### src/rtl/caf_pkg.sv
// Shared CAF definitions: sweep FSM state encodings and common width defaults.
package caf_pkg;

  // Sweep FSM state encodings (legacy-compatible numeric values).
  localparam logic [1:0] IDLE    = 2'd0;
  localparam logic [1:0] COLLECT = 2'd1;
  localparam logic [1:0] DONE    = 2'd2;

  // Common CAF width defaults.
  localparam int unsigned PHASE_BITS_DEF          = 10;
  localparam int unsigned OUT_MAX_BITS_DEF        = 5;
  localparam int unsigned LENGTH_COUNTER_BITS_DEF = 3;
  localparam int unsigned FREQ_BINS_DEF           = 8;
  localparam int unsigned FREQ_BIN_BITS_DEF       = 3;

endpackage

### src/rtl/caf_peak_search.sv
// Frequency sweep controller for the cross-ambiguity function. Steps the
// slice through freq_bins frequency offsets, collects one peak per bin and
// reports the global peak (magnitude, lag, bin) once the sweep completes.
module caf_peak_search
  import caf_pkg::*;
#(
  parameter int unsigned phase_bits          = PHASE_BITS_DEF,
  parameter int unsigned out_max_bits        = OUT_MAX_BITS_DEF,
  parameter int unsigned length_counter_bits = LENGTH_COUNTER_BITS_DEF,
  parameter int unsigned freq_bins           = FREQ_BINS_DEF,
  parameter int unsigned freq_bin_bits       = FREQ_BIN_BITS_DEF
) (
  input  logic                           clk,
  input  logic                           rst_n,
  input  logic                           start,
  input  logic [phase_bits-1:0]          step_size,
  output logic [phase_bits-1:0]          freq_step,
  output logic                           freq_step_valid,
  input  logic                           m_axis_tvalid,
  input  logic [out_max_bits-1:0]        out_max,
  input  logic [length_counter_bits-1:0] index,
  output logic                           s_axis_tready,
  output logic [out_max_bits-1:0]        peak_max,
  output logic [length_counter_bits-1:0] peak_index,
  output logic [freq_bin_bits-1:0]       peak_bin,
  output logic                           s_axis_tvalid,
  input  logic                           m_axis_tready,
  output logic                           busy
);

  localparam logic [freq_bin_bits-1:0] LAST_BIN = freq_bin_bits'(freq_bins - 1);

  logic [1:0]               state;
  logic [freq_bin_bits-1:0] bin;
  logic                     accept;
  logic                     take_peak;

  // Handshake and status decode straight from the state register.
  always_comb begin
    s_axis_tready = (state == COLLECT);
    s_axis_tvalid = (state == DONE);
    busy          = (state != IDLE);
    accept        = s_axis_tready && m_axis_tvalid;
    // Bin 0 seeds the peak; later bins replace it only on a strictly larger
    // magnitude, so the earliest bin wins a tie.
    take_peak     = (bin == '0) || (out_max > peak_max);
  end

  // Sweep FSM, frequency step accumulator and running peak registers.
  always_ff @(posedge clk or negedge rst_n) begin
    if (!rst_n) begin
      state           <= IDLE;
      bin             <= '0;
      freq_step       <= '0;
      freq_step_valid <= 1'b0;
      peak_max        <= '0;
      peak_index      <= '0;
      peak_bin        <= '0;
    end else begin
      freq_step_valid <= 1'b0;
      case (state)
        IDLE: begin
          if (start) begin
            bin             <= '0;
            freq_step       <= '0;
            freq_step_valid <= 1'b1;
            state           <= COLLECT;
          end
        end
        COLLECT: begin
          if (accept) begin
            if (take_peak) begin
              peak_max   <= out_max;
              peak_index <= index;
              peak_bin   <= bin;
            end
            if (bin != LAST_BIN) begin
              bin             <= bin + 1'b1;
              freq_step       <= freq_step + step_size;
              freq_step_valid <= 1'b1;
            end else begin
              state <= DONE;
            end
          end
        end
        DONE: begin
          if (m_axis_tready) begin
            state <= IDLE;
          end
        end
        default: state <= IDLE;
      endcase
    end
  end

endmodule

### config.mk
export PLATFORM = sky130hd
export DESIGN_NAME = caf_peak_search
export DESIGN_NICKNAME = d
export VERILOG_FILES = /design/src/rtl/caf_pkg.sv /design/src/rtl/caf_peak_search.sv
export SDC_FILE = /design/constraint.sdc
export NUM_CORES = 1
export LEC_CHECK = 0
export ABC_AREA = 1
export CAP_MARGIN = 5
export CELL_PAD_IN_SITES_DETAIL_PLACEMENT = 0
export CELL_PAD_IN_SITES_GLOBAL_PLACEMENT = 2
export CORE_MARGIN = 5
export CORE_UTILIZATION = 24
export CTS_CLUSTER_DIAMETER = 100
export DETAILED_ROUTE_END_ITERATION = 10
export GPL_TIMING_DRIVEN = 0
export PLACE_DENSITY_LB_ADDON = 0.1
export SYNTH_ARGS = -nofsm -noshare
export SYNTH_HDL_FRONTEND = slang
export SYNTH_SLANG_ARGS = --single-unit
### constraint.sdc
create_clock -name clk -period 1.74 [get_ports clk]
set_clock_uncertainty 0.15 [all_clocks]
set_input_delay 0.348 -clock clk [delete_from_list [all_inputs] [get_ports clk]]
set_output_delay 0.348 -clock clk [all_outputs]
set_load 0.01 [all_outputs]
==> metrics.md, run 1 <==
| Metric | Value |
|---|---|
| Outcome | `finished with violations` |
| Violated checks | `negative setup slack` |
| DR DRC count | `0` |
| Reg2Reg Setup Slack | `-0.006 ns` |
| Total GRT Usage | `10.8%` |
| Top cells by count, synth | `nand2_1, inv_1, dfrtp_1` |
| Crit path launch type | `flip-flop` |
| Setup TNS | `-0.00645 ns` |
| Finished Cell Area | `2800 um2` |
| CTS tree | `done` |
| Worst Hold Launch | `peak_index[0]$_DFFE_PN0P_` |
| Die ar. | `8900 um2` |
| #FFs+latches synth | `27` |
| Post-synth top area share | `39.6%` |
| Chip width | `94.3 um` |
| Total Power | `4.29 mW` |
| Dominant cell type by area after synthesis | `dfrtp_1` |
| RSZ-0062 raised after global routing | `true` |
| Number of port buffers | `47` |
| Arrival @ worst endpoint | `1.78 ns` |
| Ys Warns | `0` |
| Max stage delay on crit path | `0.40 ns` |
| Fin. max-slew vios | `0` |
| Hold Slack | `0.336 ns` |
| Distinct cells, synth | `27` |
| Multi-input gate area | `1150 um2` |
| Worst Hold Path EP | `peak_index[0]$_DFFE_PN0P_` |
| Worst path bufs/invs | `1` |
| Final setup vio count | `1` |
| Worst r2r src | `freq_step[0]$_DFFE_PN0P_` |
| Max_slew headroom | `53.7%` |
| Net Count, Synth | `264` |
| Antenna Nets Post-Route | `0` |
| Initial drt markers | `65` |
| Worst Path Required | `1.78 ns` |
| Register-to-Register Path Depth | `9` |
| Max frequency | `573 MHz` |
| Area of placed instances | `2300 um2` |
| Area delta synth->final | `63.8%` |
| Die span in y | `94.3 um` |
| First-pass GRT wire length | `7.63 mm` |
| IR drop worst, VDD | `0.000434 V` |
| Max FO, Critical Path | `3` |
| N_diodes | `0` |
| Layout Utilization | `40.7%` |
| Worst min-delay path category | `reg2reg` |
| H-tree depth reported by CTS | `1` |
| GPL Wtd Cong | `0.756` |
| Worst Path Class, Setup | `reg2reg` |
| Clock buffer depth | `2` |
| Max Cap Viol | `0` |
| Area contributors post-synth | `dfrtp_1, nand2_1, ha_1, inv_1, nand3_1` |
| Register area | `676 um2` |
| Final WL | `4.95 mm` |
| Fin. Hold Viols | `0` |
| Power Density | `1530 nW/um2` |
| Layout Nets | `337` |
| Ys async rst share | `100%` |
| DR vias/cell | `4.17` |
| Synth Flop Type | `dfrtp_1` |
| Pin count of the biggest net entering global routing | `28` |
| Routed via count | `1632` |
| Num CTS Buffers | `3` |
| Initial Util | `24.8%` |
| Top-count cell post-synth | `nand2_1` |
| Synth Area per Inst | `7.65 um2` |
| Post-synth EDFFs | `0` |
| Worst-path clk slew | `0.11 ns` |
| Crit-path leading delay family | `adder cells` |
| Drt pass-1 iters | `4` |
| Cell leakage power | `1.56 nW` |
| Number of fill cells | `743` |
| Critical-path cell list | `ha_2 -> inv_2 -> fa_2 -> o21ai_4 -> nand2_2 -> nand2_1 -> nand2_1 -> nand3_1 -> nand2_1` |
| Tcrit/Tclk final | `100%` |
| Critical-path top delay cell | `dfrtp_1` |
| Vias in the first global route | `1579` |
| Initial antenna violation count | `0` |
| Register area share after synthesis | `39.6%` |
| I/O pin count | `48` |
| Root buffer cell | `clkbuf_8` |
| Slew of the pin with the lowest slew margin | `0.695 ns` |
| Crit. End Element | `flip-flop` |
| R2r endpoint | `freq_step[8]$_DFFE_PN0P_` |
| WL/cell | `12.6 um` |
| Rows | `30` |
| Skew-Pair Late Insertion Delay | `0.28 ns` |
| Synth Instances | `223` |
| Min cycle time layout | `1.75 ns` |
| Final setup margin | `-0.00645 ns` |
| Netlist Area Pre-Place | `1710 um2` |
| Core area | `6870 um2` |
| Post-DP HPWL | `3.42 mm` |
| Hold depth | `2` |
| Grt total ovfl | `0` |
| Share of cells above drive strength 1 | `27.5%` |
| # clock sinks | `27` |
| Crit-path most repeated cell | `nand2_1` |
what timing repair did:
action	4_1_cts	5_1_grt
setup endpoints to repair	24	36
endpoints found under the hold margin	27	0
setup buffers	7	12
hold buffers	1	0
pin swaps	11	25
gates cloned	1	0
gates resized for setup	33	59
power by group:
| part | switching [mW] | internal, mW | total [mW] | leakage (nW) |
|---|---|---|---|---|
| Clock | 0.240 | 0.163 | 0.403 | 0.0217 |
| Sequential | 0.215 | 0.900 | 1.11 | 0.346 |
| Combinational | 1.41 | 1.36 | 2.77 | 1.19 |
flip-flops by register name (all words and copies together), names as in the netlist:
register / cells
freq_step: 10
peak_max: 5
bin: 3
peak_bin: 3
peak_index: 3
state: 2
freq_step_valid: 1
layout make-up:
class	count	area share, %
repair buffers	68	23.4
clock buffers	3	1.48
plain buffers	3	0.985
inverters	30	4.12
multi-input cells	163	41.3
flip-flops and latches	27	24.2
clock inverters	1	0.269
well taps	96	4.30
worst register-to-register path: stages, from the launching register on:
cell     delay (ns)
dfrtp_1        0.40
ha_2           0.20
inv_2          0.04
fa_2           0.36
o21ai_4        0.19
nand2_2        0.09
nand2_1        0.06
nand2_1        0.04
nand3_1        0.06
nand2_1        0.05
per-layer routing:
layer / part of all wire, % / track usage [%] / up-vias
li1: - / - / 851
met1: 54 / 16.4 / 747
met2: 40 / 15.1 / 32
met3: 5.5 / 2.32 / 2
met4: 0.47 / 2.89 / 0
met5: 0 / 0 / -
worst max path at each step:
stage,from,endpoint,slack (ns),depth (start not counted)
final,freq_step[0]$_DFFE_PN0P_,freq_step[8]$_DFFE_PN0P_,-0.006,9
after detailed placement,step_size[0],freq_step[8]$_DFFE_PN0P_,-0.55,10
after global routing,peak_max[3]$_DFFE_PN0P_,peak_index[2]$_DFFE_PN0P_,-0.09,12
after floorplan,freq_step[0]$_DFFE_PN0P_,freq_step[8]$_DFFE_PN0P_,0.04,9
after CTS,freq_step[0]$_DFFE_PN0P_,freq_step[8]$_DFFE_PN0P_,-0.1,9
after global placement,step_size[0],freq_step[8]$_DFFE_PN0P_,-0.56,10
through the flow:
stage / worst slack, ns / cells
after floorplan: 0.0439 / 223
after global placement: -0.564 / 366
after detailed placement: -0.551 / 366
after CTS: -0.0951 / 379
after global routing: -0.0902 / 391
final: -0.00645 / 391
cells by family (layout without fill, tap and decap cells):
family | count (synthesis) | in the layout | synth area share (%)
simple gates | 122 | 122 | 30.6
buf+inv | 33 | 105 | 7.99
flops | 27 | 27 | 39.6
compound gates | 20 | 20 | 6.67
fa+ha+maj | 18 | 18 | 13.6
xor+xnor | 3 | 3 | 1.54
layout by cell type (no fill, tap or decap), types with 2 or more instances in the layout:
cell type	count
dfrtp_1	27
o21ai_0	7
inv_2	6
xnor2_1	2
nand2_1	65
ha_4	11
nand2_2	14
ha_1	5
clkdlybuf4s50_1	14
nand3_1	19
nor2_4	4
dlymetal6s2s_1	18
o21ai_1	2
nand2_4	7
inv_1	23
nor2_1	7
nand3_2	2
dlygate4sd2_1	12
nand3b_1	2
buf_4	18
buf_2	3
buf_6	4
a21oi_1	4
a21oi_2	2
clkbuf_8	3
(Power assumes the default switching activity.)
==> inputs of run 2 (changes only) <==
--- a/config.mk
+++ b/config.mk
@@ -9,7 +9,6 @@
 export CAP_MARGIN = 5
 export CELL_PAD_IN_SITES_DETAIL_PLACEMENT = 0
 export CELL_PAD_IN_SITES_GLOBAL_PLACEMENT = 2
-export CORE_MARGIN = 5
 export CORE_UTILIZATION = 24
 export CTS_CLUSTER_DIAMETER = 100
 export DETAILED_ROUTE_END_ITERATION = 10
==> metrics.md, run 2 (synthesis results as in run 1) <==
| Metric | Value |
|---|---|
| Outcome | `finished with violations` |
| Violated checks | `negative setup slack` |
| Die span in y | `86.3 um (-8.5%)` |
| Arrival @ worst endpoint | `1.82 ns (+0.04 ns)` |
| Sw Share | `43.4% (-0.058 points)` |
| Initial Util | `25.0% (+0.14 points)` |
| Num CTS Buffers | `3 (unchanged)` |
| Worst-path clk slew | `0.11 ns (about the same)` |
| Crit-path leading delay family | `simple AND/OR/NAND/NOR gates` |
| Top Registers | `freq_step (10), peak_max (5)` |
| Reg2Reg Setup Slack | `-0.05 ns (-0.04 ns)` |
| Worst r2r src | `peak_max[2]$_DFFE_PN0P_` |
| Total GRT Usage | `12.7% (+2.0 points)` |
| Rows | `30 (unchanged)` |
| Min cycle time layout | `1.79 ns (+0.0421 ns)` |
| Worst min-delay path category | `in2reg` |
| Final setup vio count | `12 (+11)` |
| Grt total ovfl | `0 (unchanged)` |
| Hold depth | `3 (+1)` |
| Worst path bufs/invs | `2 (+1)` |
| Leading cell types in the layout, fill and taps excluded | `nand2_1, dfrtp_1, inv_1, nand2_2, nand3_1` |
| Post-DP HPWL | `3.25 mm (-4.9%)` |
| Share of cells above drive strength 1 | `25.3% (-2.1 points)` |
| Max_slew headroom | `53.9% (+0.21 points)` |
| Register-to-Register Path Depth | `12 (+3)` |
| Vias in the first global route | `1595 (+1.0%)` |
| Power Density | `1520 nW/um2 (-0.89%)` |
| Max frequency | `559 MHz (-2.4%)` |
| Max Cap Viol | `0 (unchanged)` |
| Initial drt markers | `71 (+9.2%)` |
| # clock sinks | `27 (unchanged)` |
| Core area | `6830 um2 (-0.55%)` |
| Skew-Pair Late Insertion Delay | `0.28 ns (about the same)` |
| Number of port buffers | `47 (unchanged)` |
| Worst Hold Launch | `out_max[1]` |
| Antenna Nets Post-Route | `0 (unchanged)` |
| P_sw | `1.79 mW (-4.1%)` |
| Placed cells | `366 (unchanged)` |
| Crit path launch type | `flip-flop` |
| Die ar. | `7450 um2 (-16%)` |
| Max FO, Critical Path | `5 (+2)` |
| Crit. End Element | `flip-flop` |
| H-tree depth reported by CTS | `1 (unchanged)` |
| Reg with most FFs | `freq_step` |
| Pin count of the biggest net entering global routing | `28 (unchanged)` |
| Clock group share of total power | `9.4% (about the same)` |
| Area delta synth->final | `58.7%` |
| Drt pass-1 iters | `4 (unchanged)` |
| RSZ-0062 raised after global routing | `true` |
| Routed via count | `1592 (-2.5%)` |
| Max reg flops | `10 (unchanged)` |
| Slew of the pin with the lowest slew margin | `0.692 ns (-0.00321 ns)` |
| Max stage delay on crit path | `0.41 ns (about the same)` |
| DR DRC count | `0 (unchanged)` |
| Root buffer cell | `clkbuf_8` |
| Final WL | `4.65 mm (-6.0%)` |
| Fin. max-slew vios | `0 (unchanged)` |
| Clock buffer depth | `2 (unchanged)` |
| Flop pwr share | `27.1% (+1.1 points)` |
| Critical-path cell list | `inv_2 -> ha_4 -> nand2_2 -> nor2_4 -> nand2_1 -> nand3_1 -> nand2_1 -> nand2_2 -> nand2_4 -> buf_6 -> nand2_2 -> nand2_1` |
| Combinational share of power | `63.5% (-1.1 points)` |
| IR drop worst, VDD | `0.000511 V (+18%)` |
| Layout Nets | `330 (-2.1%)` |
| Worst Path Class, Setup | `reg2reg` |
| Total Power | `4.12 mW (-4.0%)` |
| Int Pwr | `2.33 mW (-3.9%)` |
| I/O pin count | `48 (unchanged)` |
| Layout Utilization | `39.6% (-1.1 points)` |
| Worst Path Required | `1.77 ns (about the same)` |
| Fin cells | `384 (-1.8%)` |
| GPL Wtd Cong | `0.734 (-2.9%)` |
| Tcrit/Tclk final | `103% (+2.4 points)` |
| WL/cell | `12.1 um (-4.3%)` |
| Cell leakage power | `1.52 nW (-2.4%)` |
| Critical-path top delay cell | `dfrtp_1` |
| N_diodes | `0 (unchanged)` |
| Fin. Hold Viols | `0 (unchanged)` |
| Initial antenna violation count | `0 (unchanged)` |
| Chip width | `86.3 um (-8.5%)` |
| R2r endpoint | `peak_bin[1]$_DFFE_PN0P_` |
| First-pass GRT wire length | `7.45 mm (-2.3%)` |
| Final setup margin | `-0.0485 ns (-0.0421 ns)` |
| DR vias/cell | `4.15 (-0.67%)` |
| CTS tree | `done` |
| Commonest non-fill, non-tap cell in the layout | `nand2_1` |
| Worst Hold Path EP | `peak_max[1]$_DFFE_PN0P_` |
## run 2: changes by cell type in the layout (fill, tap and decap cells not counted), sizes merged
cell | previous run | this run
dlygate4sd2 | 12 | 10
clkdlybuf4s50 | 14 | 16
clkbuf | 4 | 5
buf | 25 | 17
## run 2: final cells by class
class	instances	area (um2)
Buffer	3	27.5
Clock buffer	3	41.3
Clock inverter	1	7.51
Fill cell	744	4120
Inverter	30	115
Multi-Input combinational cell	163	1120
Sequential cell	27	676
Tap cell	96	120
Timing Repair Buffer	61	603
## run 2: timing repair
action / in CTS / in global routing
hold endpoints to repair: 27 / 0
hold buffers: 1 / 0
gates resized for setup: 19 / 64
setup buffers: 6 / 6
cloned: 0 / 1
setup endpoints to repair: 22 / 36
pin swaps: 7 / 17
## run 2: worst max-delay path by stage
stage                                   startpoint                       end  slack, ns  cells after the start
final                      peak_max[2]$_DFFE_PN0P_   peak_bin[1]$_DFFE_PN0P_      -0.05                     12
after global routing       peak_max[4]$_DFFE_PN0P_   peak_max[1]$_DFFE_PN0P_      -0.16                     12
after CTS                 freq_step[0]$_DFFE_PN0P_  freq_step[8]$_DFFE_PN0P_      -0.09                      9
after detailed placement              step_size[0]  freq_step[8]$_DFFE_PN0P_      -0.56                     10
after global placement                step_size[0]  freq_step[8]$_DFFE_PN0P_      -0.56                     10
after floorplan           freq_step[0]$_DFFE_PN0P_  freq_step[8]$_DFFE_PN0P_       0.04                      9
## run 2: metal layers
layer	track usage (%)	wire length, um	vias to the layer above
met5	0	0	-
met4	2.27	22	0
met3	2.48	208	2
met2	19.1	1850	35
met1	19.0	2560	716
li1	-	-	839
## run 2: per-stage QoR
step / instance area [um2] / worst slack, ns / hold WS [ns] / TNS, ns
finish: 2710 / -0.0485 / 0.330 / -0.392
global route: 2710 / -0.158 / 0.360 / -1.97
CTS: 2420 / -0.0863 / 0.293 / -0.677
detailed placement: 2300 / -0.558 / 0.287 / -8.14
global placement: 2300 / -0.562 / 0.304 / -20.00
floorplan: 1710 / 0.0439 / -0.0976 / 0
## run 2: power by group through the flow
stage                     Clock [mW]  Combinational, mW  Sequential, mW
final                          0.387               2.61            1.11
after global routing           0.428               2.95            1.16
after CTS                      0.416               2.26            1.10
after detailed placement           0               2.16            1.11
after global placement             0               2.16            1.11
after floorplan                    0               1.19            1.18
## run 2: worst register-to-register path, stage by stage, from the launching register on
cell,delay (ns)
dfrtp_1,0.41
inv_2,0.06
ha_4,0.27
nand2_2,0.07
nor2_4,0.09
nand2_1,0.06
nand3_1,0.08
nand2_1,0.07
nand2_2,0.11
nand2_4,0.08
buf_6,0.14
nand2_2,0.05
nand2_1,0.04
